===== src/rtl/coeff_serializer.sv =====
// coeff_serializer: serializes one captured 4x4 zigzag block of quantized levels into beats
//   clk, rst_n (async, active-low)
//   start/first/levels -> block input, accepted while in_ready
//   o_valid/o_ready    -> beat handshake, o_idx/o_level/o_run/o_last/o_empty beat fields
//   done               -> one-cycle pulse after the last beat transfers
//   COEFF_SERIALIZER_SKIP_ZERO_EN: emit only nonzero levels and report skipped-zero runs
module coeff_serializer #(
  parameter int LW = 16,
  parameter int NC = 16
) (
  input  logic             clk,
  input  logic             rst_n,
  input  logic             start,
  input  logic             first,
  input  logic [LW*NC-1:0] levels,
  output logic             in_ready,
  output logic             o_valid,
  input  logic             o_ready,
  output logic [3:0]       o_idx,
  output logic [LW-1:0]    o_level,
  output logic [3:0]       o_run,
  output logic             o_last,
  output logic             o_empty,
  output logic             done
);
  typedef enum logic [1:0] {IDLE, SCAN, EMIT} state_t;
  state_t state, state_nx;
  logic [LW-1:0] lev_q [NC];
  logic first_q, empty_q, any_nz, xfer;
  logic [3:0] first_ext, last_q, cur, hi_nz;
  assign first_ext = {3'b000, first_q};
  assign xfer = o_valid & o_ready;
`ifdef COEFF_SERIALIZER_SKIP_ZERO_EN
  logic [3:0] run_q, lo_nz, nxt_nz;
  // lo_nz: first emitted index; nxt_nz: next nonzero past cur, always <= last while cur < last
  always_comb begin
    lo_nz = first_ext;
    nxt_nz = last_q;
    for (int k = NC-1; k >= 0; k--) begin
      lo_nz = (4'(k) >= first_ext && lev_q[k] != '0) ? 4'(k) : lo_nz;
      nxt_nz = (4'(k) > cur && lev_q[k] != '0) ? 4'(k) : nxt_nz;
    end
  end
`endif
  // hi_nz defaults to first so an empty block ends on its single beat at first
  always_comb begin
    hi_nz = first_ext;
    any_nz = 1'b0;
    for (int k = 0; k < NC; k++) begin
      hi_nz = (4'(k) >= first_ext && lev_q[k] != '0) ? 4'(k) : hi_nz;
      any_nz = any_nz | (4'(k) >= first_ext && lev_q[k] != '0);
    end
  end
  always_ff @(posedge clk or negedge rst_n)
    if (!rst_n) state <= IDLE;
    else state <= state_nx;
  always_comb begin
    state_nx = state;
    case (state)
      IDLE: state_nx = start ? SCAN : IDLE;
      SCAN: state_nx = EMIT;
      EMIT: state_nx = (xfer && o_last) ? IDLE : EMIT;
      default: state_nx = IDLE;
    endcase
  end
  always_comb begin
    in_ready = state == IDLE;
    o_valid = state == EMIT;
    o_idx = o_valid ? cur : 4'd0;
    o_level = o_valid ? lev_q[cur] : '0;
`ifdef COEFF_SERIALIZER_SKIP_ZERO_EN
    o_run = o_valid ? run_q : 4'd0;
`else
    o_run = 4'd0;
`endif
    o_last = o_valid & (cur == last_q);
    o_empty = o_valid & empty_q;
  end
  always_ff @(posedge clk or negedge rst_n)
    if (!rst_n) begin
      for (int k = 0; k < NC; k++) lev_q[k] <= '0;
      first_q <= 1'b0;
      empty_q <= 1'b0;
      last_q <= 4'd0;
      cur <= 4'd0;
      done <= 1'b0;
`ifdef COEFF_SERIALIZER_SKIP_ZERO_EN
      run_q <= 4'd0;
`endif
    end else begin
      done <= xfer & o_last;
      if (in_ready && start) begin
        for (int k = 0; k < NC; k++) lev_q[k] <= levels[LW*k +: LW];
        first_q <= first;
      end
      if (state == SCAN) begin
        last_q <= hi_nz;
        empty_q <= ~any_nz;
`ifdef COEFF_SERIALIZER_SKIP_ZERO_EN
        cur <= lo_nz;
        run_q <= lo_nz - first_ext;
`else
        cur <= first_ext;
`endif
      end else if (xfer && !o_last) begin
`ifdef COEFF_SERIALIZER_SKIP_ZERO_EN
        cur <= nxt_nz;
        run_q <= nxt_nz - cur - 4'd1;
`else
        cur <= cur + 4'd1;
`endif
      end
    end
endmodule


===== config.mk =====
export PLATFORM = sky130hd
export DESIGN_NAME = coeff_serializer
export DESIGN_NICKNAME = d
export VERILOG_FILES = /design/src/rtl/coeff_serializer.sv
export SDC_FILE = /design/constraint.sdc
export NUM_CORES = 1
export LEC_CHECK = 0
export BUFFER_PORTS_ARGS = -buffer_cell sky130_fd_sc_hd__buf_4
export CAP_MARGIN = 25
export CORE_MARGIN = 3
export CORE_UTILIZATION = 40
export DETAILED_ROUTE_END_ITERATION = 8
export SLEW_MARGIN = 20
export SYNTH_ARGS = -nofsm -noshare
export SYNTH_HDL_FRONTEND = slang
export SYNTH_SLANG_ARGS = --single-unit

===== constraint.sdc =====
create_clock -name clk -period 2.9 [get_ports clk]
set_input_delay 0.435 -clock clk [delete_from_list [all_inputs] [get_ports clk]]
set_output_delay 0.435 -clock clk [all_outputs]
set_load 0.02 [all_outputs]

==> metrics.cfg <==
[routing]
wl_met3_um = 3940
highest_layer = met4
vias_per_cell = 5.85
drt-initial-drc-count = 647
ant_nets = 0
wl_met1_um = 17300
route.detailed.drc = 0
wl_per_cell_um = 27.8
wl_met2_um = 20200
drt_first_pass_iters = 5
vias = 9067
totalWireLength_um = 43100

[grt]
grt_start_max_net_pins = 68
grt-ovfl-total = 0
grt_use_total = 0.249
grt_pass1_vias = 9384
grt_antenna_before_repair = 0
grt_pass1_wl_um = 62100

[power]
p_total_mw = 19.0
p_per_area_nw_per_um2 = 1130
p_clk_frac = 0.199
vdd_ir_drop_max_uv = 512
intPower_mw = 12.2
switching_power_mw = 6.80
power_frac_comb = 0.371
leakage_nw = 7.10
switching_share = 0.359
sequentialPowerShare = 0.430

[synthesis]
syn_area_per_cell_sq_um = 15.4
ys_ff_latch = 269
yosysTopAreaCell = dfrtp_1
ys_seq_area_frac = 0.525
synth.most_common_cell = dfrtp_1
yosys-top-cells-count = dfrtp_1 (269), mux2_1 (256), mux4_2 (76), nor4_1 (66), buf_2 (30)
synth_ff_type = dfrtp_1
synth_top_area_share = 0.525
synthTopCellsByArea = dfrtp_1 (53%), mux2_1 (23%), mux4_2 (13%)
synth_cells = 830
synth_edf_count = 0
syn-cell-area_sq_um = 12800
synthArstFlopShare = 1.00
ys_types = 44
yosysWarnings = 0

[critical_path]
worstSetupPathType = reg -> out
r2r_end = state[1]$_DFF_PN0_
worstPathRequired_ns = 2.47
critPathArrivalTime_ns = 2.65
critPathCaptureType = primary output
startpoint_type = flip-flop
worstReg2RegStart = cur[0]$_DFFE_PN0P_
critPathMaxStageDelay_ns = 0.54
r2r_slack_ns = 0.76
crit_chain = buf_6 -> buf_8 -> mux4_2 -> mux4_2 -> and2_4 -> buf_6
crit_fanout = 7
cpMaxStageDelayCell = mux4_2
cp_num_buf_inv = 3
r2r_cells = 8
critPathTopFamily = multiplexers

[floorplanning]
floorplan.rows = 64
dieArea_sq_um = 34200
core_area_sq_um = 31100
die_h_um = 185
die_x_um = 185
start_util = 0.412
ios = 290

[place]
io_buffers = 285
dp_hpwl_um = 34000
gp_congestion = 0.953
placed_area_sq_um = 15500

[sta]
whs_ns = 0.106
fin_crit_ns = 3.08
hold_viol = 0
finalMaxSlewViolations = 0
setup_ws_ns = -0.183
fin_crit_sh = 1.06
setup_viol = 16
slew_headroom = 0.576
tightest_slew_ns = 0.636
clock.fmax_mhz = 324
rsz0062_at_grt = yes
skew_ns = 0.0121

[clock_network]
cts.sinks = 269
clock_path_buffers = 3
h-tree-depth = 1
clock_latency_ns = 0.54
cts_made_buffers = 29
cts-root-buf = clkbuf_16
path_clk_slew_ns = 0.06
cts_tree = yes

[flow_run]
cap_violations = 0

[run_status]
violations = setup timing
outcome = complete, but fails checks

[final_layout]
nets = 1395
drive_above_1_share = 0.406
diodes = 0
areaGrowthSynthToFinish_pct = 31.3
post-route-cell-area_sq_um = 16800

[worst_hold_path]
hold_path_startpoint = levels[71]
hold_class = in -> reg
whs_endpoint = lev_q[183]$_DFFE_PN0P_
hold_depth = 2

[metal layers]
metal | vias to the layer above | global-route usage
li1 | 3830 | -
met1 | 4633 | 0.340
met2 | 512 | 0.398
met3 | 92 | 0.0540
met4 | 0 | 0.0876
met5 | - | 0
[worst max-delay path by stage]
| stage | startpoint | to | slack (ns) | depth (start not counted) |
|---|---|---|---|---|
| 2_1_floorplan | cur[1]$_DFFE_PN0P_ | o_level[10] | 0.41 | 6 |
| 3_3_place_gp | cur[0]$_DFFE_PN0P_ | o_level[12] | 0.28 | 5 |
| 3_5_place_dp | cur[0]$_DFFE_PN0P_ | o_level[8] | 0.24 | 5 |
| 4_1_cts | cur[0]$_DFFE_PN0P_ | o_level[2] | -0.18 | 6 |
| 5_1_grt | cur[0]$_DFFE_PN0P_ | o_level[2] | -0.24 | 6 |
| 6_report | cur[0]$_DFFE_PN0P_ | o_level[2] | -0.18 | 6 |
[stage by stage]
step | worst slack (ns) | cells | utilization | setup TNS [ns]
2_1_floorplan | 0.413 | 833 | - | 0
3_3_place_gp | 0.281 | 1484 | 0.500 | 0
3_5_place_dp | 0.237 | 1484 | 0.500 | 0
4_1_cts | -0.179 | 1550 | 0.541 | -2.47
5_1_grt | -0.237 | 1550 | 0.541 | -3.15
6_report | -0.183 | 1550 | 0.541 | -2.30
[state kept, by name, indices dropped and copies added, names as in the netlist]
name and count:
done 1, empty_q 1, lev_q 256, first_q 1, last_q 4, cur 4
state 2
[area by class of cell]
class | count | area, sq um
Inverter | 2 | 7.51
Timing Repair Buffer | 324 | 2800
Fill cell | 2597 | 14200
Multi-Input combinational cell | 507 | 5800
Sequential cell | 269 | 6740
Clock buffer | 45 | 886
Clock inverter | 7 | 93.8
Tap cell | 396 | 495
[kinds of logic after synthesis]
logic type               Yosys count  synth area share
buffers and inverters             57            0.0244
XOR/XNOR                           6           0.00410
adder cells (fa/ha/maj)            1          0.000977
multiplexers                     337             0.368
AND/OR/NAND/NOR                  138            0.0657
AO/OA/AOI/OAI                     21            0.0113
other                              1          0.000293
flip-flops                       269             0.525
[repair_timing]
action                                  in CTS  in global routing
cloned                                       3                  0
resized for setup                           53                  0
setup buffers                               10                  0
hold buffers                                 1                  0
hold endpoints to repair                    61                  0
endpoints found under the setup margin      16                 16
[cells in the final DEF (no fill, tap or decap), types with 5 or more instances in the layout]
cell type	instances
nor4_1	66
clkbuf_8	10
and2_1	6
clkbuf_16	29
nand4_1	13
mux4_2	80
mux2_1	256
buf_8	5
and2_4	17
buf_4	281
and4_1	8
clkbuf_1	6
nand2_1	8
dfrtp_1	267
buf_12	16
nor2_1	7
o21ai_1	6
buf_6	18
[power groups by stage]
| stage | registers [mW] | clock network, mW | logic, mW |
|---|---|---|---|
| after global placement | 8.21 | 0 | 6.16 |
| after floorplan | 6.58 | 0 | 4.78 |
| after detailed placement | 8.13 | 0 | 6.33 |
| after global routing | 8.23 | 3.99 | 7.54 |
| final | 8.16 | 3.76 | 7.04 |
| after CTS | 8.04 | 3.85 | 7.06 |
Power figures use the tool's default switching activity.
